File: config.mk
export PLATFORM = sky130hd
export DESIGN_NAME = switch_debounce
export DESIGN_NICKNAME = d
export VERILOG_FILES = /design/src/rtl/switch_debounce.sv
export SDC_FILE = /design/constraint.sdc
export NUM_CORES = 1
export LEC_CHECK = 0
export ABC_AREA = 1
export CORE_UTILIZATION = 40
export DETAILED_ROUTE_END_ITERATION = 8
export SETUP_SLACK_MARGIN = 0.5
export SYNTH_ARGS = -nofsm -noshare
export SYNTH_HDL_FRONTEND = slang
export SYNTH_SLANG_ARGS = --single-unit
File: constraint.sdc
create_clock -name clk -period 1.72 [get_ports clk]
set_input_delay 0.43 -clock clk [delete_from_list [all_inputs] [get_ports clk]]
set_output_delay 0.43 -clock clk [all_outputs]
set_load 0.01 [all_outputs]
File: src/rtl/switch_debounce.sv
// Two-bit switch conditioner: double-flop synchroniser plus an independent
// debounce counter per bit, with registered per-bit and combined change pulses.
module switch_debounce #(
    parameter int DB_CYCLES = 250000,
    parameter int CNT_W     = 18
) (
    input  logic       clk,
    input  logic       rst_n,
    input  logic [1:0] i_switch_raw,
    output logic [1:0] o_switch,
    output logic [1:0] o_change,
    output logic       o_any_change
);

    typedef enum logic {
        STABLE = 1'b0,
        COUNT  = 1'b1
    } state_t;

    localparam logic [CNT_W-1:0] LAST_CNT = CNT_W'(DB_CYCLES - 1);
    localparam logic             FLIP_NOW = (DB_CYCLES == 1);

    logic [1:0] r_s1;
    logic [1:0] r_s2;
    logic [1:0] w_flip;
    logic       r_anyChange;

    always_ff @(posedge clk or negedge rst_n) begin
        if (!rst_n) begin
            r_s1 <= 2'b00;
            r_s2 <= 2'b00;
        end else begin
            r_s1 <= i_switch_raw;
            r_s2 <= r_s1;
        end
    end

    for (genvar i = 0; i < 2; i++) begin : g_bit
        state_t           r_state;
        logic [CNT_W-1:0] r_cnt;
        logic             r_switch;
        logic             r_change;
        logic             w_differ;

        assign w_differ  = r_s2[i] ^ r_switch;
        // A flip needs DB_CYCLES consecutive disagreeing samples; STABLE accounts for the first.
        assign w_flip[i] = w_differ & ((r_state == STABLE) ? FLIP_NOW : (r_cnt == LAST_CNT));

        always_ff @(posedge clk or negedge rst_n) begin
            if (!rst_n) begin
                r_state  <= STABLE;
                r_cnt    <= '0;
                r_switch <= 1'b0;
                r_change <= 1'b0;
            end else begin
                r_change <= 1'b0;
                case (r_state)
                    STABLE: begin
                        if (w_flip[i]) begin
                            r_switch <= r_s2[i];
                            r_change <= 1'b1;
                        end else if (w_differ) begin
                            r_state <= COUNT;
                            r_cnt   <= CNT_W'(1);
                        end
                    end
                    COUNT: begin
                        if (!w_differ) begin
                            r_state <= STABLE;
                            r_cnt   <= '0;
                        end else if (w_flip[i]) begin
                            r_switch <= r_s2[i];
                            r_change <= 1'b1;
                            r_state  <= STABLE;
                            r_cnt    <= '0;
                        end else begin
                            r_cnt <= r_cnt + CNT_W'(1);
                        end
                    end
                    default: begin
                        r_state <= STABLE;
                        r_cnt   <= '0;
                    end
                endcase
            end
        end

        assign o_switch[i] = r_switch;
        assign o_change[i] = r_change;
    end

    always_ff @(posedge clk or negedge rst_n) begin
        if (!rst_n) begin
            r_anyChange <= 1'b0;
        end else begin
            r_anyChange <= |w_flip;
        end
    end

    assign o_any_change = r_anyChange;

endmodule

==> reports/results.env <==
BUFFER_DEPTH_OF_THE_LONGEST_CLOCK_PATH=2
ALL_LAYER_GR_USAGE_PCT=17.8
ANTENNADIODECOUNT=0
FIN_SETUP_TNS_NS=0
WORSTSETUPENDPOINTTYPE='register'
WORST_PIN_SLEW_NS=0.294
CAP_VIOL_MAX_COUNT=0
SYNTHESIS.AREA_MM2=0.00276
FINAL.HOLD.WORST_SLACK_NS=0.0918
YS_WARN_COUNT=0
POST_ROUTE_CELLS_DRIVE_ABOVE_1_SHARE_PCT=33.6
SETUP_VIOL=0
CHIPHEIGHT_UM=85.1
AVGSYNTHCELLAREA_UM2=7.75
SETUP.REG_TO_REG.WORST_SLACK_NS=0.33
CRIT_ARRIVAL_NS=1.62
YOSYS.CELL_TYPES.COUNT=28
DIE_AREA_MM2=0.00723
DESIGN.PORTCOUNT=9
PATH_CLASS='reg -> reg'
CORE-AREA_MM2=0.00649
SYNTH_CELLS=356
TIMING.CRITICAL_PATH.SLOWEST_STAGE_CELL='sky130_fd_sc_hd__dfrtp_1'
FINAL_ANTENNA_VIOLATING_NET_COUNT=0
DEEPEST_LEVEL_OF_THE_CTS_H_TREE=2
CP.BUFFERS_INVERTERS=1
OVERFLOW=0
RUN_STATUS='complete, no violations'
TIMING.CRITICAL_PATH.CELLS='ha_4 > nand3_4 > nor2_4 > nand3_2 > nand3_4 > buf_12 > o21ai_2'
DRT_ITER0_MARKERS=107
FMAX_MHz=719
POWER_PER_CELL_AREA_mW_PER_MM2=667
RSZ0062_AT_GRT='yes'
FINAL-HOLD-VIOLATION-COUNT=0
SLEW-LIMIT-HEADROOM_PCT=80.3
HOLDCRITPATHCLASS='in -> async'
GRT_ANTENNA_BEFORE_REPAIR=0
WORSTSETUPSTARTPOINTTYPE='register'
CP_DATA_REQUIRED_TIME_NS=1.95
SLEW_VIOL_FINAL=0
DETAILROUTE.VIA_COUNT=2327
SYNTH.NET_COUNT=362
WL_PER_CELL_UM=12.6
PLACE_CONGESTION=0.825
PLACE_HPWL_MM=3.88
CRITPATHMOSTFREQUENTCELL='sky130_fd_sc_hd__nand3_4'
SYNTH_SEQ_AREA_SHARE_PCT=42.6
TIMING.CLOCK.SKEW_NS=0.00859
LAYOUT.FILLER_CELLS=596
IO_BUFFERS=8
CLOCK_LATENCY_NS=0.30
WL_MM=5.95
CLK_TRANSITION_REPORTED_PATHS_NS=0.09
CTS_TREE='done'
SYN_TO_FINAL_GROWTH_PCT=26.2
GRT_FIRST_PASS_WIRELENGTH_MM=10.3
TRITONCTS.NUM_BUFFERS=5
FIN_NETS=401
PATH_DELAY_FAMILY='flip-flops'
HORIZONTAL_EXTENT_OF_THE_DIE_UM=85.1
POWER.IR.VDD_WORST_mV=0.448
POSTSYNTHREGISTERBITS=47
GRT_PASS1_VIAS=2280
START_UTIL_PCT=42.5
PATH_MAX_FANOUT=7
HOLD_BUFFERS=0
VIA_PER_INST=4.92
ROW_COUNT=29
DETAILEDROUTE.FIRSTPASSITERATIONCOUNT=4
CTS_NUM_SINKS=47
STATIC-LEAKAGE-POWER_nW=1.47
PLACED_CELLS_INCL_TAPS=439
TIMING.CRITICAL_PATH.SLOWEST_CELL_DELAY_NS=0.43
DRC=0
LAYOUT_MIN_CYCLE_TIME_NS=1.39
TCRIT_TCLK_FINAL_PCT=80.8
GRT_MAX_DEGREE=48
INSTANCES_NO_FILL=473
CTS_ROOT_BUF='sky130_fd_sc_hd__clkbuf_8'
sequential cells by signal (all words and copies together) (netlist names):
signal / count
g_bit.r_cnt: 36
g_bit.r_change: 2
g_bit.r_state: 2
g_bit.r_switch: 2
r_s1: 2
r_s2: 2
o_any_change: 1
logic make-up after synthesis:
logic type,count (synthesis),synth area share (%)
flops,47,42.6
fa+ha+maj,2,0.907
xor+xnor,19,6.03
simple gates,206,32.5
compound gates,42,10.9
buf+inv,40,7.03
area by class of cell:
type | instances | area [um^2] | area share (%)
repair buffers | 39 | 335 | 9.63
clock buffers | 5 | 68.8 | 1.98
inverters | 32 | 120 | 3.45
multi-input cells | 270 | 1600 | 46.0
flip-flops and latches | 47 | 1190 | 34.3
clock inverters | 3 | 67.6 | 1.94
well taps | 77 | 96.3 | 2.77
worst register-to-register path, delay by kind of cell (launching register included):
family / cells / cell delay (ns)
buffers and inverters: 1 / 0.18
AND/OR/NAND/NOR: 4 / 0.40
adder cells (fa/ha/maj): 1 / 0.19
AO/OA/AOI/OAI: 1 / 0.10
flip-flops: 1 / 0.43
synth_stat cells (all sizes together):
| cell | count | area share [%] |
|---|---|---|
| nand2 | 125 | 17 |
| dfrtp | 47 | 43 |
| nor2 | 47 | 6.8 |
| o21ai | 34 | 8.9 |
| inv | 30 | 4.1 |
| nand3 | 22 | 5.5 |
| xor2 | 13 | 4.1 |
| buf | 8 | 2.7 |
| nand4 | 7 | 1.6 |
| o21bai | 6 | 1.6 |
| xnor2 | 6 | 1.9 |
| clkinv | 2 | 0.27 |
| ha | 2 | 0.91 |
| nand3b | 2 | 0.54 |
| nor3 | 2 | 0.36 |
| a21oi | 1 | 0.18 |
| and2 | 1 | 0.23 |
| o22ai | 1 | 0.23 |
metal layers:
layer | vias to the layer above | share of wire (%) | global-route usage, %
met5 | - | 0 | 0
met4 | 0 | 2.7 | 6.78
met3 | 18 | 2.2 | 3.21
met2 | 25 | 50 | 30.9
met1 | 1075 | 45 | 22.0
li1 | 1209 | - | -
power breakdown:
group / switching, mW / internal (mW) / leakage, nW
registers: 0.0269 / 1.12 / 0.616
clock network: 0.399 / 0.580 / 0.0644
logic: 0.104 / 0.0861 / 0.786
total: 0.530 / 1.79 / 1.47
metrics by stage:
step	total power [mW]	instance area (um^2)	setup WS (ns)	util, %
after global routing	2.41	3480	0.262	53.6
after CTS	2.32	3330	0.366	51.2
after detailed placement	1.29	2950	0.165	45.4
final	2.32	3480	0.330	53.6
after floorplan	1.24	2800	0.385	-
after global placement	1.29	2950	0.224	45.4
layout by cell type (no fill, tap or decap), drive strengths merged:
cell type / synthesis / layout
a21oi: 1 / 1
and2: 1 / 1
buf: 8 / 37
bufinv: 0 / 2
clkbuf: 0 / 5
clkdlybuf4s50: 0 / 2
clkinv: 2 / 2
clkinvlp: 0 / 1
dfrtp: 47 / 47
ha: 2 / 2
inv: 30 / 30
nand2: 125 / 125
nand3: 22 / 23
nand3b: 2 / 2
nand4: 7 / 7
nor2: 47 / 47
nor3: 2 / 2
o21ai: 34 / 34
o21bai: 6 / 6
o22ai: 1 / 1
xnor2: 6 / 6
xor2: 13 / 13
repair_timing:
| action | CTS | global route |
|---|---|---|
| resized for setup | 50 | 40 |
| endpoints found under the setup margin | 47 | 48 |
| pin swaps | 7 | 10 |
| buffers inserted | 20 | 5 |
| gates cloned | 1 | 0 |
worst paths after layout:
kind | start | cells after the start | endpoint
max | g_bit[1].r_cnt[0] | 7 | g_bit[1].r_cnt[11]
min in group clk | r_s1[0] | 0 | r_s2[0]
min reg2reg | r_s1[0] | 0 | r_s2[0]
max in group asynchronous | rst_n | 2 | g_bit[1].r_cnt[11]
max reg2reg | g_bit[1].r_cnt[0] | 7 | g_bit[1].r_cnt[11]
min | rst_n | 2 | g_bit[1].r_cnt[2]
Note: power is estimated with default switching activity, not from simulation.
